<file path="config.mk">
export PLATFORM = sky130hd
export DESIGN_NAME = adder_pin_exerciser
export DESIGN_NICKNAME = d
export VERILOG_FILES = /design/src/rtl/adder_exerciser_pkg.sv /design/src/rtl/adder_pin_exerciser_lfsr16.sv /design/src/rtl/adder_pin_exerciser.sv
export SDC_FILE = /design/constraint.sdc
export NUM_CORES = 1
export LEC_CHECK = 0
export ABC_AREA = 1
export BUFFER_PORTS_ARGS = -buffer_cell sky130_fd_sc_hd__buf_2
export CAP_MARGIN = 10
export CORE_ASPECT_RATIO = 2
export CORE_MARGIN = 5
export CORE_UTILIZATION = 57
export CTS_CLUSTER_DIAMETER = 30
export DETAILED_ROUTE_END_ITERATION = 8
export GPL_ROUTABILITY_DRIVEN = 0
export PLACE_DENSITY_LB_ADDON = 0.12
export SETUP_SLACK_MARGIN = 0.2
export SYNTH_ARGS = -nofsm -noshare
export SYNTH_HDL_FRONTEND = slang
export SYNTH_SLANG_ARGS = --single-unit
</file>
<file path="constraint.sdc">
create_clock -name clk -period 2.83 [get_ports clk]
set_input_delay 0.7075 -clock clk [delete_from_list [all_inputs] [get_ports clk]]
set_output_delay 0.7075 -clock clk [all_outputs]
set_load 0.03 [all_outputs]
</file>
<file path="src/rtl/adder_exerciser_pkg.sv">
// Shared definitions for the pin-level adder exerciser.
//   state_t      : exerciser FSM states
//   LFSR_TAPS    : Fibonacci tap mask for taps 16, 14, 13, 11
//   DEFAULT_SEED : LFSR start value used when no SEED override is given
//   ERR_SAT      : ceiling of the mismatch counter
//   lfsr_next()  : one LFSR shift (left shift, feedback into bit 0)
//   sat_inc()    : saturating increment of the mismatch counter
package adder_exerciser_pkg;

  typedef enum logic [1:0] {
    IDLE = 2'd0,
    RUN  = 2'd1,
    DONE = 2'd2
  } state_t;

  localparam logic [15:0] LFSR_TAPS    = 16'hB400;
  localparam logic [15:0] DEFAULT_SEED = 16'hACE1;
  localparam logic [7:0]  ERR_SAT      = 8'd255;

  function automatic logic [15:0] lfsr_next(input logic [15:0] cur);
    return {cur[14:0], ^(cur & LFSR_TAPS)};
  endfunction

  function automatic logic [7:0] sat_inc(input logic [7:0] cnt);
    return (cnt == ERR_SAT) ? cnt : cnt + 8'd1;
  endfunction

endpackage

</file>
<file path="src/rtl/adder_pin_exerciser_lfsr16.sv">
// 16-bit Fibonacci LFSR producing the operand stream.
//   clk   in  : clock
//   rst   in  : synchronous active-high reset, state returns to seed
//   load  in  : reload seed (takes priority over step)
//   step  in  : advance one position
//   seed  in  : start value, must be non-zero
//   state out : current LFSR contents
module lfsr16
  import adder_exerciser_pkg::*;
(
  input  logic        clk,
  input  logic        rst,
  input  logic        load,
  input  logic        step,
  input  logic [15:0] seed,
  output logic [15:0] state
);

  // LFSR state register: reset/load to seed, otherwise optional single step
  always_ff @(posedge clk) begin
    if (rst) begin
      state <= seed;
    end else if (load) begin
      state <= seed;
    end else if (step) begin
      state <= lfsr_next(state);
    end else begin
      state <= state;
    end
  end

endmodule

</file>
<file path="src/rtl/adder_pin_exerciser.sv">
// Driving and checking end of a pin-level adder (sum = a + b mod 2^WIDTH).
// Pseudo-random operand pairs are driven out, the returned sum is sampled
// LATENCY cycles later and compared against the locally computed sum.
//   clk, rst        in  : clock, synchronous active-high reset
//   start           in  : level-sampled run request, honoured in IDLE/DONE
//   op_a, op_b      out : operands to the adder
//   sum_in          in  : sum returned by the adder
//   busy            out : run in progress
//   done            out : run finished, held until restart or reset
//   pass            out : valid with done, high when no mismatch was seen
//   err_count       out : mismatch count, saturating at 255
//   first_err_valid out : a mismatch has been captured this run
//   first_err_idx   out : vector index of the first mismatch
module adder_pin_exerciser
  import adder_exerciser_pkg::*;
#(
  parameter int          WIDTH       = 8,
  parameter int          LATENCY     = 0,
  parameter int          NUM_VECTORS = 256,
  parameter logic [15:0] SEED        = DEFAULT_SEED
) (
  input  logic             clk,
  input  logic             rst,
  input  logic             start,
  output logic [WIDTH-1:0] op_a,
  output logic [WIDTH-1:0] op_b,
  input  logic [WIDTH-1:0] sum_in,
  output logic             busy,
  output logic             done,
  output logic             pass,
  output logic [7:0]       err_count,
  output logic             first_err_valid,
  output logic [15:0]      first_err_idx
);

  localparam logic [3:0]  LAT_C    = 4'(LATENCY);
  localparam logic [15:0] LAST_IDX = 16'(NUM_VECTORS - 1);

  state_t          state_r;
  state_t          state_nxt_s;
  logic [15:0]     idx_r;
  logic [15:0]     idx_nxt_s;
  logic [3:0]      wait_r;
  logic [3:0]      wait_nxt_s;
  logic [15:0]     lfsr_state_s;
  logic [15:0]     lfsr_ahead_s;
  logic            start_ok_s;
  logic            compare_s;
  logic            last_s;
  logic            mismatch_s;
  logic [WIDTH-1:0] expected_s;
  logic [7:0]      err_upd_s;

  logic [WIDTH-1:0] op_a_nxt_s;
  logic [WIDTH-1:0] op_b_nxt_s;
  logic             busy_nxt_s;
  logic             done_nxt_s;
  logic             pass_nxt_s;
  logic [7:0]       err_count_nxt_s;
  logic             first_err_valid_nxt_s;
  logic [15:0]      first_err_idx_nxt_s;

  // A start request is only honoured outside an active run
  assign start_ok_s   = start && ((state_r == IDLE) || (state_r == DONE));
  assign compare_s    = (state_r == RUN) && (wait_r == LAT_C);
  assign last_s       = (idx_r == LAST_IDX);
  assign expected_s   = WIDTH'(op_a + op_b);
  assign mismatch_s   = compare_s && (sum_in != expected_s);
  assign err_upd_s    = mismatch_s ? sat_inc(err_count) : err_count;
  // Operands are registered, so the next pair is taken from the value the
  // LFSR will hold after this step
  assign lfsr_ahead_s = lfsr_next(lfsr_state_s);

  lfsr16 u_lfsr (
    .clk   (clk),
    .rst   (rst),
    .load  (start_ok_s),
    .step  (compare_s && !last_s),
    .seed  (SEED),
    .state (lfsr_state_s)
  );

  // FSM state register
  always_ff @(posedge clk) begin
    if (rst) begin
      state_r <= IDLE;
    end else begin
      state_r <= state_nxt_s;
    end
  end

  // FSM next-state logic
  always_comb begin
    state_nxt_s = state_r;
    case (state_r)
      IDLE: begin
        if (start) state_nxt_s = RUN;
        else       state_nxt_s = IDLE;
      end
      RUN: begin
        if (compare_s && last_s) state_nxt_s = DONE;
        else                     state_nxt_s = RUN;
      end
      DONE: begin
        if (start) state_nxt_s = RUN;
        else       state_nxt_s = DONE;
      end
      default: state_nxt_s = IDLE;
    endcase
  end

  // Next values of counters, operands and status outputs
  always_comb begin
    idx_nxt_s             = idx_r;
    wait_nxt_s            = wait_r;
    op_a_nxt_s            = op_a;
    op_b_nxt_s            = op_b;
    busy_nxt_s            = busy;
    done_nxt_s            = done;
    pass_nxt_s            = pass;
    err_count_nxt_s       = err_count;
    first_err_valid_nxt_s = first_err_valid;
    first_err_idx_nxt_s   = first_err_idx;
    if (start_ok_s) begin
      // Vector 0 comes straight from the seed, matching the LFSR reload
      op_a_nxt_s            = SEED[15 -: WIDTH];
      op_b_nxt_s            = SEED[WIDTH-1:0];
      idx_nxt_s             = 16'd0;
      wait_nxt_s            = 4'd0;
      busy_nxt_s            = 1'b1;
      done_nxt_s            = 1'b0;
      pass_nxt_s            = 1'b0;
      err_count_nxt_s       = 8'd0;
      first_err_valid_nxt_s = 1'b0;
      first_err_idx_nxt_s   = 16'd0;
    end else if (state_r == RUN) begin
      if (!compare_s) begin
        wait_nxt_s = wait_r + 4'd1;
      end else begin
        err_count_nxt_s = err_upd_s;
        if (mismatch_s && !first_err_valid) begin
          first_err_valid_nxt_s = 1'b1;
          first_err_idx_nxt_s   = idx_r;
        end else begin
          first_err_valid_nxt_s = first_err_valid;
          first_err_idx_nxt_s   = first_err_idx;
        end
        if (last_s) begin
          // pass folds in the final vector's own compare result
          busy_nxt_s = 1'b0;
          done_nxt_s = 1'b1;
          pass_nxt_s = (err_upd_s == 8'd0);
          op_a_nxt_s = {WIDTH{1'b0}};
          op_b_nxt_s = {WIDTH{1'b0}};
        end else begin
          op_a_nxt_s = lfsr_ahead_s[15 -: WIDTH];
          op_b_nxt_s = lfsr_ahead_s[WIDTH-1:0];
          idx_nxt_s  = idx_r + 16'd1;
          wait_nxt_s = 4'd0;
        end
      end
    end else begin
      idx_nxt_s = idx_r;
    end
  end

  // Registered datapath and outputs
  always_ff @(posedge clk) begin
    if (rst) begin
      idx_r           <= 16'd0;
      wait_r          <= 4'd0;
      op_a            <= {WIDTH{1'b0}};
      op_b            <= {WIDTH{1'b0}};
      busy            <= 1'b0;
      done            <= 1'b0;
      pass            <= 1'b0;
      err_count       <= 8'd0;
      first_err_valid <= 1'b0;
      first_err_idx   <= 16'd0;
    end else begin
      idx_r           <= idx_nxt_s;
      wait_r          <= wait_nxt_s;
      op_a            <= op_a_nxt_s;
      op_b            <= op_b_nxt_s;
      busy            <= busy_nxt_s;
      done            <= done_nxt_s;
      pass            <= pass_nxt_s;
      err_count       <= err_count_nxt_s;
      first_err_valid <= first_err_valid_nxt_s;
      first_err_idx   <= first_err_idx_nxt_s;
    end
  end

endmodule

</file>
==> results of run 1 <==
-- what timing repair did --
item | 4_1_cts | 5_1_grt
setup buffers | 2 | 2
setup endpoints to repair | 10 | 6
pin swaps | 2 | 4
cloned | 0 | 0
gates resized for setup | 0 | 6
-- state kept, by name, indices dropped and copies added, names as in the netlist, 2 cells and up --
register and count:
op_b 8, op_a 8, u_lfsr.state 16, wait_r 4
err_count 8, first_err_idx 16, state_r 2, idx_r 16
-- cell usage in the layout (no fill, tap or decap), drive strengths merged, types with 11 or more instances in the layout --
cell	instances
o21ai	17
ha	11
inv	60
a21oi	58
clkbuf	11
nand2	143
buf	64
nor2	34
dfxtp	82
nand3	65
-- logic make-up after synthesis --
family                     Yosys count  synth area share [%]
and+or+nand+nor                    259                  29.8
DFF                                 82                  43.1
AOI/OAI and AO/OA                   80                  11.2
buffers and inverters               77                  7.94
xor gates and xnor gates            17                  3.91
adders and majority gates           12                  4.14
-- cell type report --
cell class	instances	share of cell area (%)
multi-input cells	368	42.0
well taps	88	2.44
clock buffers	11	5.16
flip-flops and latches	82	36.4
inverters	61	5.08
repair buffers	64	7.66
clock inverters	5	1.22
-- synthesized netlist by cell type (all sizes together) --
cell type | number | area share [%]
and3 | 2 | 0.33
dfxtp | 82 | 43
or2 | 1 | 0.16
a21oi | 58 | 8.0
nor4 | 2 | 0.33
nor2 | 34 | 3.7
o21bai | 2 | 0.39
nand2 | 143 | 15
xor2 | 9 | 2.1
o21a | 1 | 0.20
a21boi | 1 | 0.20
nand3b | 1 | 0.20
fa | 1 | 0.53
nor3b | 1 | 0.20
buf | 5 | 0.85
nor3 | 5 | 0.66
ha | 11 | 3.6
clkinv | 1 | 0.098
nand3 | 65 | 8.7
o21ai | 17 | 2.2
a31oi | 1 | 0.16
nand4 | 5 | 0.82
clkbuf | 11 | 1.1
xnor2 | 8 | 1.8
inv | 60 | 5.9
-- per-stage QoR --
step / utilization [%] / cells / setup WS, ps / total power (uW) / area [um^2]
floorplan: - / 527 / 399 / 1530 / 3810
global placement: 63.4 / 659 / 271 / 1620 / 4170
detailed placement: 63.4 / 659 / 190 / 1620 / 4170
global route: 68.6 / 679 / 91.7 / 2860 / 4510
CTS: 68.0 / 677 / 203 / 2740 / 4470
finish: 68.6 / 679 / 291 / 2740 / 4510
-- layer usage --
metal  part of all wire (%)  GRT usage, %  vias up  routed length (um)
met1                     39          24.1     1658                3620
met4                    2.5          10.1        0                 231
met2                     55          43.2       79                5180
li1                       -             -     1818                   -
met5                      0             0        -                   0
met3                    3.4          4.19       19                 315
-- how the worst min path moves through the flow --
stage / start / endpoint / slack (ps) / cells past startpoint
6_report: wait_r[2]$_SDFFE_PP0P_ / wait_r[2]$_SDFFE_PP0P_ / 450 / 1
5_1_grt: u_lfsr.state[1]$_SDFFE_PP0P_ / u_lfsr.state[1]$_SDFFE_PP0P_ / 470 / 2
4_1_cts: u_lfsr.state[14]$_SDFFE_PP0P_ / u_lfsr.state[14]$_SDFFE_PP0P_ / 450 / 2
3_5_place_dp: u_lfsr.state[14]$_SDFFE_PP0P_ / u_lfsr.state[14]$_SDFFE_PP0P_ / 430 / 2
3_3_place_gp: u_lfsr.state[8]$_SDFFE_PP0P_ / u_lfsr.state[8]$_SDFFE_PP0P_ / 430 / 2
2_1_floorplan: u_lfsr.state[14]$_SDFFE_PP0P_ / u_lfsr.state[14]$_SDFFE_PP0P_ / 420 / 2
-- power by group through the flow --
| stage | registers [uW] | logic [uW] | clock network (uW) |
|---|---|---|---|
| final | 1230 | 386 | 1130 |
| after global routing | 1230 | 430 | 1200 |
| after CTS | 1230 | 380 | 1140 |
| after detailed placement | 1250 | 373 | 0 |
| after global placement | 1250 | 369 | 0 |
| after floorplan | 1290 | 236 | 0 |
==> results.ini, run 1 <==
[floorplan]
placement_rows=42
die_height_um=126
core_mm2=0.00657
start_util_pct=58.0
dieArea_mm2=0.00852
ios=55
die_width_um=67.8

[power_and_ir_drop]
share_clk_of_total_power_pct=41.1
p_int_uw=2000
combPwrFrac_pct=14.1
sw_frac_of_total_pct=27.0
pwr_density_cell_mw_per_mm2=608
power.static_leakage_uw=0.00211
pwr-share-seq_pct=44.8
power.net_switching_uw=741
ir_worst_vdd_uv=466

[sta]
final.setup.tns_ps=0
finalSetupViolCount=0
timing.slew.headroom_pct=67.4
worst_slew_pin_slew_ps=486
fin_worst_hold_slack_ps=449
layout_min_cycle_time_ps=2540
final_hold_violation_count=0
achievable_freq_ghz=0.394
timing.final.max_slew_violations=0
clock_skew_ps=6.76
fin_crit_sh_pct=89.7
rsz0062_at_grt=yes

[worst_setup_path]
worst-endpoint-required_ps=3090
crit_buf_inv=1
critPathSlowestCell=fa_1
critPathMostFrequentCell=nand2_1
critical_path_cell_by_cell=ha_2 > fa_1 > inv_1 > nand2_1 > nand2_1 > nor2_2 > nand2_1 > nor2_1 > nand2_1 > nor2_4 > nand2_4 > nand2_2 > nand2_1 > nand2_1 > nand2_1 > nor2_1 > nand3_1 > a21oi_2
critPathCaptureType=flip-flop
reg2reg_from=op_a[0]$_SDFFE_PP0P_
timing.reg2reg.worst_path_depth=18
cp_max_fo=6
worstSetupEndpoint=pass$_SDFFE_PP0P_
criticalPathCategory=reg -> reg
rr_endpoint=pass$_SDFFE_PP0P_
cp.depth=18
critical-path-top-delay-family=simple AND/OR/NAND/NOR gates
critPathArrivalTime_ps=2800
regToRegSetupSlack_ps=290
start_kind=flip-flop
critPathLaunch=op_a[0]$_SDFFE_PP0P_
crit_path_max_incr_delay_ps=510

[clock_network]
tritoncts=done
clk-insertion-delay-late_ps=340
clkSinkCount=82
worst_setup_hold_path_clk_slew_ps=60
cts_buffers=9
cts-root-buf=clkbuf_16
htreeDepth=3
ctsLongestPathBuffers=2
cts_hold_buf=0

[finish]
fillers=576
drive_above_1_share_pct=17.6
syn_to_final_growth_pct=18.2
nets=609
multiInputGateArea_mm2=0.00189
layout.area.seq_mm2=0.00164
insertedDiodeCount=0

[detailed_routing]
dr_total_vias=3574
routed_wire_length_um=9350
detail_route.drc_violations=0
drt_iter0_drc=156
drt.antenna.violating_nets=0
firstDrtPassIters=5
vias_per_cell=5.26
avgRoutedWirePerCell_um=13.8

[job]
drv.max_cap_violation_count=0

[logic_synthesis]
yosysWarningCount=0
postSynthRegisterBits=82
syn_avg_cell_area_um2=7.23
syn_inst=527
synth_sequential_area_ratio_pct=43.1
mappedNetlistNets=550
post_synth_num_cell_types=37
synthesis.area_mm2=0.00381

[global_route]
overflow_after_grt=0
grt_antenna_before_repair=0
gr-usage-all-layers_pct=23.3
via_count_of_the_first_global_routing_pass=3505
grt_start_max_net_pins=39
grt_pass1_wl_um=15500

[status]
outcome=completed

[hold_path]
worstHoldPathType=reg -> reg

[place]
portBuffers=54
dpl.hpwl_um=6890

Note: power is estimated with default switching activity, not from simulation.
==> inputs of run 2 (changes only) <==
--- a/config.mk
+++ b/config.mk
@@ -15,6 +15,7 @@
 export DETAILED_ROUTE_END_ITERATION = 8
 export GPL_ROUTABILITY_DRIVEN = 0
 export PLACE_DENSITY_LB_ADDON = 0.12
+export RECOVER_POWER = 50
 export SETUP_SLACK_MARGIN = 0.2
 export SYNTH_ARGS = -nofsm -noshare
 export SYNTH_HDL_FRONTEND = slang
==> results.ini, run 2 (same netlist as run 1, synthesis figures left out) <==
[floorplan]
dieArea_mm2=0.00852  ; unchanged
placement_rows=42  ; unchanged
start_util_pct=58.0  ; unchanged
die_height_um=126  ; unchanged
die_width_um=67.8  ; unchanged
core_mm2=0.00657  ; unchanged
ios=55  ; unchanged

[hold_path]
worstHoldPathType=reg -> reg

[finish]
layout.cells.most_common=nand2_1
leading_registers_by_flop_count=first_err_idx x16, idx_r x16, u_lfsr.state x16
layout.core_utilization_pct=67.7  ; -0.90 points
insertedDiodeCount=0  ; unchanged
syn_to_final_growth_pct=16.7
nets=609  ; unchanged
drive_above_1_share_pct=9.64  ; -8.0 points
layout_common_cells=nand2_1 (135), dfxtp_1 (82), nand3_1 (64), a21oi_1 (56), inv_1 (54)
fillers=616  ; +6.9%

[place]
portBuffers=54  ; unchanged
dpl.hpwl_um=6890  ; unchanged
post-place-ws_ps=190  ; unchanged

[clock_network]
ctsLongestPathBuffers=2  ; unchanged
cts-root-buf=clkbuf_16
cts_buffers=9  ; unchanged
worst_setup_hold_path_clk_slew_ps=60  ; about the same
htreeDepth=3  ; unchanged
clk-insertion-delay-late_ps=340  ; about the same
clkSinkCount=82  ; unchanged
tritoncts=done

[worst_setup_path]
critPathArrivalTime_ps=2800  ; about the same
criticalPathCategory=reg -> reg
cp_max_fo=6  ; unchanged
worst-endpoint-required_ps=3090  ; about the same
critPathCaptureType=flip-flop
start_kind=flip-flop

[detailed_routing]
dr_total_vias=3557  ; -0.48%
firstDrtPassIters=4  ; -1
detail_route.drc_violations=0  ; unchanged
routed_wire_length_um=9310  ; -0.36%
drt_iter0_drc=138  ; -12%
avgRoutedWirePerCell_um=13.7  ; -0.36%
drt.antenna.violating_nets=0  ; unchanged
vias_per_cell=5.24  ; -0.48%

[job]
drv.max_cap_violation_count=0  ; unchanged

[sta]
rsz0062_at_grt=yes
fin_worst_hold_slack_ps=448  ; -0.509 ps
timing.slew.headroom_pct=67.4  ; about the same
timing.final.max_slew_violations=0  ; unchanged
layout_min_cycle_time_ps=2540  ; -0.900 ps
worst_slew_pin_slew_ps=486  ; -0.435 ps
achievable_freq_ghz=0.394  ; about the same
fin_crit_sh_pct=89.7  ; about the same
timing.final.ws_setup_ps=292  ; +0.900 ps
final_hold_violation_count=0  ; unchanged
finalSetupViolCount=0  ; unchanged
final.setup.tns_ps=0  ; unchanged
clock_skew_ps=7.22  ; +0.458 ps

[global_route]
grt_start_max_net_pins=39  ; unchanged
grt_pass1_wl_um=15500  ; unchanged
via_count_of_the_first_global_routing_pass=3505  ; unchanged
grt_antenna_before_repair=0  ; unchanged
gr-usage-all-layers_pct=23.3  ; unchanged
overflow_after_grt=0  ; unchanged

[power_and_ir_drop]
share_clk_of_total_power_pct=41.2  ; about the same
sw_frac_of_total_pct=27.1  ; +0.056 points
combPwrFrac_pct=13.8  ; -0.3 points
power.static_leakage_uw=0.00192  ; -8.9%
power.net_switching_uw=740  ; about the same
pwr_density_cell_mw_per_mm2=614  ; +1.0%
pwr-share-seq_pct=44.9  ; about the same
ir_worst_vdd_uv=464  ; -0.36%
p_int_uw=1990  ; -0.38%

[status]
outcome=completed

==> run 2: changes by cell type in the layout (fill, tap and decap cells not counted) <==
| cell | previous run | this run |
|---|---|---|
| buf_4 | 10 | 9 |
| buf_2 | 54 | 10 |
| clkbuf_1 | 2 | 47 |
| clkinv_1 | 1 | 2 |
| inv_1 | 53 | 54 |
| inv_2 | 7 | 5 |
==> run 2: timing repair <==
item / 4_1_cts / 5_1_grt
hold buffers: 0 / 0
setup buffers: 2 / 2
endpoints found under the hold margin: 0 / 0
gates resized for setup: 0 / 6
endpoints found under the setup margin: 10 / 6
pin swaps: 2 / 4
==> run 2: worst paths after layout <==
path / slack, ps / to / start / depth (start not counted)
setup / recovery: 290 / pass$_SDFFE_PP0P_ / op_a[0]$_SDFFE_PP0P_ / 18
hold reg to reg: 450 / wait_r[2]$_SDFFE_PP0P_ / wait_r[2]$_SDFFE_PP0P_ / 1
setup reg to reg: 290 / pass$_SDFFE_PP0P_ / op_a[0]$_SDFFE_PP0P_ / 18
hold / removal: 450 / wait_r[2]$_SDFFE_PP0P_ / wait_r[2]$_SDFFE_PP0P_ / 1
==> run 2: critical path, stage by stage (launching register included) <==
cell and delay, ps:
dfxtp_1 320, ha_2 210, fa_1 510, inv_1 50
nand2_1 50, nand2_1 60, nor2_2 110, nand2_1 50
nor2_1 90, nand2_1 90, nor2_4 150, nand2_4 110
nand2_2 80, nand2_1 60, nand2_2 80, nand2_1 60
nor2_1 110, nand3_1 100, a21oi_2 150
==> run 2: metrics by stage <==
stage	instances	power, uW	cell area [um^2]
floorplan	527	1530	3810
global placement	659	1620	4170
detailed placement	659	1620	4170
CTS	677	2740	4470
global route	679	2850	4450
finish	679	2730	4450
==> run 2: per-layer routing <==
metal | vias up | part of all wire, % | track usage [%] | wire length, um
met5 | - | 0 | 0 | 0
met4 | 0 | 2.5 | 10.1 | 229
met3 | 19 | 3.3 | 4.19 | 306
met2 | 88 | 56 | 43.2 | 5180
met1 | 1627 | 39 | 24.1 | 3600
li1 | 1823 | - | - | -
==> run 2: cell type report <==
type | count | area (um^2) | share of cell area (%)
multi-input combinational | 368 | 1890 | 42.6
sequential | 82 | 1640 | 36.9
timing repair buffer | 64 | 287 | 6.44
clock buffer | 11 | 233 | 5.23
inverter | 61 | 229 | 5.15
tap | 88 | 110 | 2.48
clock inverter | 5 | 55.1 | 1.24
==> run 2: power by group through the flow <==
| stage | logic, uW | registers (uW) | clock network (uW) |
|---|---|---|---|
| floorplan | 236 | 1290 | 0 |
| CTS | 380 | 1230 | 1140 |
| finish | 378 | 1230 | 1130 |
| global placement | 369 | 1250 | 0 |
| global route | 421 | 1230 | 1200 |
| detailed placement | 373 | 1250 | 0 |
